**config.mk**
```make
export PLATFORM = sky130hd
export DESIGN_NAME = hamming_encode
export DESIGN_NICKNAME = d
export VERILOG_FILES = /design/src/rtl/hamming_encode.sv
export SDC_FILE = /design/constraint.sdc
export NUM_CORES = 1
export LEC_CHECK = 0
export ABC_AREA = 1
export BUFFER_PORTS_ARGS = -buffer_cell sky130_fd_sc_hd__buf_2
export CORE_MARGIN = 10
export CORE_UTILIZATION = 35
export CTS_BUF_LIST = sky130_fd_sc_hd__clkbuf_2 sky130_fd_sc_hd__clkbuf_4 sky130_fd_sc_hd__clkbuf_8
export CTS_CLUSTER_SIZE = 24
export DETAILED_ROUTE_END_ITERATION = 8
export GPL_TIMING_DRIVEN = 1
export PLACE_DENSITY = 0.55
export SKIP_CTS_REPAIR_TIMING = 1
export SLEW_MARGIN = 20
export SYNTH_ARGS = -nofsm -noshare
export SYNTH_HDL_FRONTEND = slang
export SYNTH_SLANG_ARGS = --single-unit
```
**constraint.sdc**
```tcl
create_clock -name clk -period 2.2 [get_ports clk]
set_input_delay 0.44 -clock clk [delete_from_list [all_inputs] [get_ports clk]]
set_output_delay 0.44 -clock clk [all_outputs]
set_load 0.03 [all_outputs]
```
**src/rtl/hamming_encode.sv**
```systemverilog
// ============================================================================
// Module   : hamming_encode
// Purpose  : Streaming Hamming(21,16) encoder with a small codeword FIFO and
//            a one-shot error-injection path for driving known bit faults.
// Ports    : clk            - clock
//            rstb           - asynchronous active-low reset
//            data_in        - payload word (LSB-first into data positions)
//            in_valid       - data_in valid
//            in_ready       - encoder can accept this cycle
//            inj_en         - XOR inj_mask into the word accepted this cycle
//            inj_mask       - codeword fault mask
//            encoded_data   - codeword at the FIFO head
//            out_valid      - encoded_data valid
//            out_ready      - consumer takes the head this cycle
//            word_count     - accepted-word counter, wraps modulo 2^16
// Revision : 1.0 - initial release
// ============================================================================
`default_nettype none

module hamming_encode #(
    parameter int DATA_WIDTH     = 16,
    parameter int ENCODING_WIDTH = 21,
    parameter int FIFO_DEPTH     = 4
) (
    input  logic                      clk,
    input  logic                      rstb,
    input  logic [DATA_WIDTH-1:0]     data_in,
    input  logic                      in_valid,
    output logic                      in_ready,
    input  logic                      inj_en,
    input  logic [ENCODING_WIDTH-1:0] inj_mask,
    output logic [ENCODING_WIDTH-1:0] encoded_data,
    output logic                      out_valid,
    input  logic                      out_ready,
    output logic [15:0]               word_count
);

    localparam int c_PAR_BITS = ENCODING_WIDTH - DATA_WIDTH;
    localparam int c_PTR_W    = (FIFO_DEPTH > 1) ? $clog2(FIFO_DEPTH) : 1;
    localparam int c_CNT_W    = $clog2(FIFO_DEPTH + 1);

    // Bit k of the mask is set when Hamming position k+1 has bit j set,
    // i.e. the set of positions covered by parity bit 2^j.
    function automatic logic [ENCODING_WIDTH-1:0] f_cover(input int j);
        logic [ENCODING_WIDTH-1:0] m;
        m = '0;
        for (int k = 0; k < ENCODING_WIDTH; k++) begin
            m[k] = (((k + 1) >> j) % 2) == 1;
        end
        return m;
    endfunction

    // ------------------------------------------------------------------
    // Elaboration-time parameter checks
    // ------------------------------------------------------------------
    if (DATA_WIDTH != 16) begin : g_bad_data_width
        $error("hamming_encode: only DATA_WIDTH=16 is supported");
    end
    if (ENCODING_WIDTH != DATA_WIDTH + 5) begin : g_bad_enc_width
        $error("hamming_encode: ENCODING_WIDTH must equal DATA_WIDTH+5");
    end
    if ((FIFO_DEPTH < 2) || ((FIFO_DEPTH & (FIFO_DEPTH - 1)) != 0)) begin : g_bad_depth
        $error("hamming_encode: FIFO_DEPTH must be a power of two >= 2");
    end

    // ------------------------------------------------------------------
    // Combinational encoder
    // ------------------------------------------------------------------
    logic [ENCODING_WIDTH-1:0] w_sys;   // data bits placed, parity slots zero
    logic [c_PAR_BITS-1:0]     w_par;
    logic [ENCODING_WIDTH-1:0] w_code;

    for (genvar k = 0; k < ENCODING_WIDTH; k++) begin : g_place
        // Position p holds data bit p - (number of powers of two <= p) - 1.
        localparam int c_POS = k + 1;
        if ((c_POS & (c_POS - 1)) == 0) begin : g_parity_slot
            assign w_sys[k]  = 1'b0;
            assign w_code[k] = w_par[$clog2(c_POS)];
        end else begin : g_data_slot
            localparam int c_IDX = c_POS - $clog2(c_POS + 1) - 1;
            assign w_sys[k]  = data_in[c_IDX];
            assign w_code[k] = data_in[c_IDX];
        end
    end

    for (genvar j = 0; j < c_PAR_BITS; j++) begin : g_parity
        localparam logic [ENCODING_WIDTH-1:0] c_COVER = f_cover(j);
        assign w_par[j] = ^(w_sys & c_COVER);
    end

    // ------------------------------------------------------------------
    // Codeword FIFO
    // ------------------------------------------------------------------
    logic [ENCODING_WIDTH-1:0] r_mem [FIFO_DEPTH];
    logic [c_PTR_W-1:0]        r_wr_ptr;
    logic [c_PTR_W-1:0]        r_rd_ptr;
    logic [c_CNT_W-1:0]        r_count;
    logic [15:0]               r_word_count;
    logic                      w_accept;
    logic                      w_pop;
    logic [ENCODING_WIDTH-1:0] w_wr_data;

    // Flags depend only on registered count, so out_ready never reaches in_ready.
    assign in_ready     = (r_count != c_CNT_W'(FIFO_DEPTH));
    assign out_valid    = (r_count != '0);
    assign encoded_data = r_mem[r_rd_ptr];
    assign word_count   = r_word_count;

    assign w_accept  = in_valid & in_ready;
    assign w_pop     = out_valid & out_ready;
    assign w_wr_data = w_code ^ (inj_en ? inj_mask : '0);

    always_ff @(posedge clk or negedge rstb) begin
        if (!rstb) begin
            r_wr_ptr     <= '0;
            r_rd_ptr     <= '0;
            r_count      <= '0;
            r_word_count <= '0;
            for (int i = 0; i < FIFO_DEPTH; i++) begin
                r_mem[i] <= '0;
            end
        end else begin
            if (w_accept) begin
                r_mem[r_wr_ptr] <= w_wr_data;
                r_wr_ptr        <= r_wr_ptr + 1'b1;
                r_word_count    <= r_word_count + 16'd1;
            end
            if (w_pop) begin
                r_rd_ptr <= r_rd_ptr + 1'b1;
            end
            case ({w_accept, w_pop})
                2'b10:   r_count <= r_count + 1'b1;
                2'b01:   r_count <= r_count - 1'b1;
                default: r_count <= r_count;
            endcase
        end
    end

endmodule

`default_nettype wire

```
Word level (Yosys, flattened, before mapping)
Cells that the tools add are included.
- bits in registers: 107
- bits of input ports: 42
- output and inout bits: 39
- logic and storage cells: 40
- $add $sub $neg: 5
- magnitude comparators: 3
- equal/unequal tests: 3
- muxes and demuxes: 8
- bitwise gates (word level): 5
- reduce and logical (&&, ||, !) cells: 8
- operator list (cell ; count):
    XOR reduction 21 bit ; 5
    bitwise mux 84 bit ; 1
    two-way mux 21 bit ; 4
    binary-select mux 21 bit (select 2 bit) ; 1
    demux 21 bit (select 2 bit) ; 1
    bitwise XOR 21 bit ; 1
    adder 16 x 1 -> 16 bit, second input constant ; 1
    greater-or-equal comparator 3 bit, second input constant ; 2
    NOT 2 -> 3 bit ; 2
    one-hot mux 3 bit (2 select lines) ; 1
    adder 2 x 1 -> 2 bit, second input constant ; 2
    adder 3 x 1 -> 3 bit, second input constant ; 1
    less-than comparator 3 x 1 -> 1 bit, second input constant ; 1
    != test 3 bit, second input constant ; 1
    nonzero test 3 bit ; 1
    subtractor 3 x 1 -> 3 bit, second input constant ; 1
    bitwise AND 1 bit ; 2
    equality test 2 x 1 -> 1 bit, second input constant ; 1
    equality test 2 bit, second input constant ; 1
    nonzero test 2 bit ; 1
    logical AND 1 bit ; 1

Longest topological paths before layout
- depth after elaboration: 6
- gate-level depth with buffers: 13
- mapped depth without buffers: 12

Worst setup path before layout
No wires, ideal clock.
- kind: register to register
- start point: register r_count[2]
- end point: register r_count[2]
- library setup time: 131 ps
- data arrival time: 1807 ps
- data required time: 2069 ps
- path slack: 262 ps
- cell stages (with the launch flop): 11
- buffers on the path: 0
- period minus slack after synthesis: 1938 ps
- cells stage by stage: dfrtp_1 -> inv_1 -> nand3_1 -> nand2_1 -> inv_1 -> ha_1 -> inv_1 -> fa_1 -> a21oi_1 -> o21ai_0 -> xor2_1
- longest elaborated chain between the ends: 4
- ends and longest elaborated chain (element ; line ; source):
    start, declared ; 97 ; logic [c_CNT_W-1:0] r_count;
    start signal, assigned ; 132 ; 2'b10: r_count <= r_count + 1'b1;
    start signal, assigned ; 133 ; 2'b01: r_count <= r_count - 1'b1;
    start signal, assigned ; 134 ; default: r_count <= r_count;
    nonzero test 3 bit (*) ; 105 ; assign out_valid = (r_count != '0);
    named net out_valid ; 33 ; output logic out_valid,
    bitwise AND 1 bit (*) ; 110 ; assign w_pop = out_valid & out_ready;
    named net w_pop ; 100 ; logic w_pop;
    equality test 2 x 1 -> 1 bit or equality test 2 bit (tied branches) ; 131 ; case ({w_accept, w_pop})
    one-hot mux 3 bit (2 select lines) or nonzero test 2 bit (tied branches) ; n/a ;
Mark *: on every way through the listed nets, which the timed path passes. The rest lies on a longest branch.
A chain may end at the register's enable or synchronous reset.

Worst setup path after layout
- start point: register r_rd_ptr[0]
- end point: output port encoded_data[3]
- longest elaborated chain between the ends: 4
- ends and longest elaborated chain (element ; line ; source):
    start, declared ; 96 ; logic [c_PTR_W-1:0] r_rd_ptr;
    start signal, assigned ; 129 ; r_rd_ptr <= r_rd_ptr + 1'b1;
    NOT 2 -> 3 bit (implied by the code) ; 106 ; assign encoded_data = r_mem[r_rd_ptr];
    binary-select mux 21 bit (select 2 bit) ; 106 ;
    two-way mux 21 bit (implied by the code) (2 in a row) ; 106 ;
    end, declared ; 32 ; output logic [ENCODING_WIDTH-1:0] encoded_data,
Every way passes these cells. The select of a mux whose other input is x is not followed.

==> flow_metrics.py <==
metrics = {
    "timing": {
        "period_needed_ps": 2151,
        "setup-tns-final_ps": 0,
        "final_hold_viol_count": 0,
        "setup_repair_after_global_routing_missed_its_margin": "true",
        "clock.fmax_mhz": 464.9,
        "maxSlewHeadroom_pct": 70.91,
        "final-max-slew-violation-count": 0,
        "ratio_of_final_minimum_period_to_clock_period_pct": 97.78,
        "post-route-worst-setup-slack_ps": 48.88,
        "fin_skew_ps": 8.848,
        "setup_violations": 0,
        "worstMarginPinSlew_ps": 434.8,
        "timing.hold.ws_ps": 412.3,
    },
    "finish": {
        "n_antenna_cell": 0,
        "synthToLayoutAreaGrowth_pct": 14.58,
        "num-fill-cells": 1697,
        "layout_cell_share_with_drive_strength_beyond_1_pct": 15.90,
        "finish.instance_area_sq_um": 6548,
        "finalCoreUtilization_pct": 41.07,
        "layout.nets": 849,
    },
    "placed_design": {
        "placement.cell_area_sq_um": 6337,
        "post-dp-hpwl_mm": 10.75,
        "gp_congestion": 0.7685,
        "preCtsSetupSlack_ps": 348.4,
        "place.port_buffers": 80,
    },
    "cts": {
        "cts_tree": "yes",
        "ctsLongestPathBuffers": 2,
        "cts_sink_count": 107,
        "htree_num_levels": 3,
        "clock_insertion_delay_worst_skew_ps": 400,
        "clk_root_buffer_cell": "sky130_fd_sc_hd__clkbuf_8",
        "path_clk_slew_ps": 100,
        "numCtsBuffers": 9,
    },
    "synth": {
        "synth-compound-area-share_pct": 12.46,
        "synth.ff_latch_count": 107,
        "avgSynthCellArea_sq_um": 7.882,
        "synth_simple_gate_area_share_pct": 23.71,
        "synth_enable_flop_cells": 0,
        "synth_xor_area_share_pct": 7.357,
        "synth.mux.area_fraction_pct": 0,
        "ys.warnings.count": 0,
        "dominant_combinational_cell_family_by_area_after_synthesis": "simple AND/OR/NAND/NOR gates",
        "postSynth.topFlopCell": "sky130_fd_sc_hd__dfrtp_1",
        "synth_instances": 725,
        "synth_area_sq_um": 5714,
        "synth_async_sr_flop_share_pct": 100.0,
        "ys_seq_area_share_pct": 46.86,
        "synthDistinctLibCells": 32,
        "synth_adder_area_share_pct": 1.664,
        "postSynthNetCount": 774,
    },
    "job": {
        "timing.max_cap.violations": 0,
    },
    "detailed_routing": {
        "post-route-drc-count": 0,
        "drtPass1Iterations": 4,
        "avgViaCountPerCell": 4.668,
        "antenna_left": 0,
        "route.detailed.wl_per_inst_um": 14.62,
        "detail_route.iter0.violations": 256,
        "drt_wirelength_mm": 14.93,
        "vias": 4766,
    },
    "global_routing": {
        "aggregate_global_route_resource_usage_pct": 13.87,
        "grt_overflow_total": 0,
        "wire_length_of_the_first_global_routing_pass_mm": 24.50,
        "antenna_found_initial": 0,
        "grt_max_degree": 45,
        "grt_pass1_vias": 4683,
    },
    "worst_hold_path": {
        "worst_hold_path_type": "in2reg",
    },
    "floorplanning": {
        "design.core.area_sq_um": 15940,
        "ioPinCount": 81,
        "die_h_um": 147.8,
        "initial_standard_cell_utilization_of_the_core_pct": 35.84,
        "placement_rows": 46,
        "die_area_sq_um": 21840,
        "die_x_um": 147.8,
    },
    "worst_setup_path": {
        "worst-setup-path-type": "reg2out",
        "worst_setup_path_end_kind": "output pin",
        "cp.required_ps": 1760,
        "crit_path_max_fanout": 23,
        "timing.critical_path.from_type": "flop",
        "cp.arrival_ps": 1710,
    },
    "power": {
        "pwr-share-clk_pct": 13.3,
        "power.share.combinational_pct": 50.2,
        "total_switching_power_uw": 4331,
        "power.density_nw_per_um2": 1387,
        "power.sequential.fraction_pct": 36.5,
        "p_leak_uw": 0.003372,
        "internal_power_uw": 4749,
        "netSwitchingFraction_pct": 47.70,
        "ir_drop_mv": 0.8747,
    },
    "outcome": {
        "run_status": "finished clean",
    },
}
[state kept, by name (all words and copies together), names as in the netlist]
| signal | cells |
|---|---|
| r_mem | 84 |
| word_count | 16 |
| r_count | 3 |
| r_rd_ptr | 2 |
| r_wr_ptr | 2 |
[placed cells by master, fill, tap and decap left out, drive strengths merged, types with 12 or more instances in the layout]
cell / n
buf: 96
nand2: 235
clkbuf: 12
o21ai: 115
o22ai: 21
nand3: 22
inv: 66
nor2: 58
dfrtp: 107
xor2: 35
xnor2: 13
[power by group through the flow]
stage          Clock (uW)  Combinational [uW]  Sequential, uW
3_5_place_dp            0                4590            3350
4_1_cts              1270                4600            3310
5_1_grt              1340                5120            3420
3_3_place_gp            0                4540            3340
2_1_floorplan           0                3170            3360
6_report             1200                4560            3320
[stage by stage]
stage	power, uW	instances
6_report	9080	1021
2_1_floorplan	6533	725
5_1_grt	9880	1021
4_1_cts	9178	1020
3_5_place_dp	7935	1004
3_3_place_gp	7883	1004
[logic make-up after synthesis]
| family | count (synthesis) |
|---|---|
| adders and majority gates | 7 |
| and+or+nand+nor | 330 |
| DFF | 107 |
| xor gates and xnor gates | 48 |
| buffers and inverters | 96 |
| AOI/OAI and AO/OA | 137 |
[metal layers]
layer	GRT usage (%)	part of all wire [%]	vias to the layer above
li1	-	-	2458
met5	0	0	-
met1	18.10	47	2212
met3	3.449	4.4	14
met2	22.48	48	82
met4	3.518	1.0	0
[cell type report]
class	count	area [sq um]	share of cell area (%)
inverters	61	231.5	3.535
flip-flops and latches	107	2678	40.89
multi-input cells	522	2582	39.44
clock buffers	10	131.4	2.006
repair buffers	99	600.6	9.173
well taps	216	270.3	4.128
clock inverters	6	53.80	0.8217
[synth_stat cells, types with 2 or more instances]
library cell	n	share of area, %
sky130_fd_sc_hd__buf_2	3	0.26
sky130_fd_sc_hd__buf_4	7	0.92
sky130_fd_sc_hd__buf_6	8	1.6
sky130_fd_sc_hd__clkbuf_1	15	0.99
sky130_fd_sc_hd__dfrtp_1	107	47
sky130_fd_sc_hd__ha_1	6	1.3
sky130_fd_sc_hd__inv_1	56	3.7
sky130_fd_sc_hd__inv_2	4	0.26
sky130_fd_sc_hd__nand2_1	232	15
sky130_fd_sc_hd__nand2_4	2	0.39
sky130_fd_sc_hd__nand3_1	21	1.8
sky130_fd_sc_hd__nand3b_1	3	0.39
sky130_fd_sc_hd__nand4_1	4	0.44
sky130_fd_sc_hd__nor2_1	57	3.7
sky130_fd_sc_hd__nor3_1	2	0.18
sky130_fd_sc_hd__nor3_2	3	0.53
sky130_fd_sc_hd__o21ai_0	90	7.9
sky130_fd_sc_hd__o21ai_1	25	2.2
sky130_fd_sc_hd__o22ai_1	21	2.3
sky130_fd_sc_hd__xnor2_1	13	2.0
sky130_fd_sc_hd__xor2_1	35	5.4
[critical path, stage by stage (launching register included)]
cell and delay (ps):
sky130_fd_sc_hd__dfrtp_1 390, sky130_fd_sc_hd__buf_4 280, sky130_fd_sc_hd__o21ai_0 130, sky130_fd_sc_hd__o22ai_1 250
sky130_fd_sc_hd__clkbuf_4 250
[final timing paths]
check	startpoint	to	slack, ps	depth (start not counted)
min	in_valid	word_count[1]$_DFFE_PN0P_	410	4
max in group asynchronous	rstb	r_mem[52]$_DFFE_PN0P_	1080	3
max	r_rd_ptr[0]$_DFFE_PN0P_	encoded_data[3]	50	4
min reg2reg	r_mem[42]$_DFFE_PN0P_	r_mem[42]$_DFFE_PN0P_	490	2
min in group asynchronous	rstb	r_mem[80]$_DFFE_PN0P_	530	2
max reg2reg	r_count[0]$_DFFE_PN0P_	r_count[2]$_DFFE_PN0P_	350	9
No activity file was read; power rests on OpenSTA's default activity.
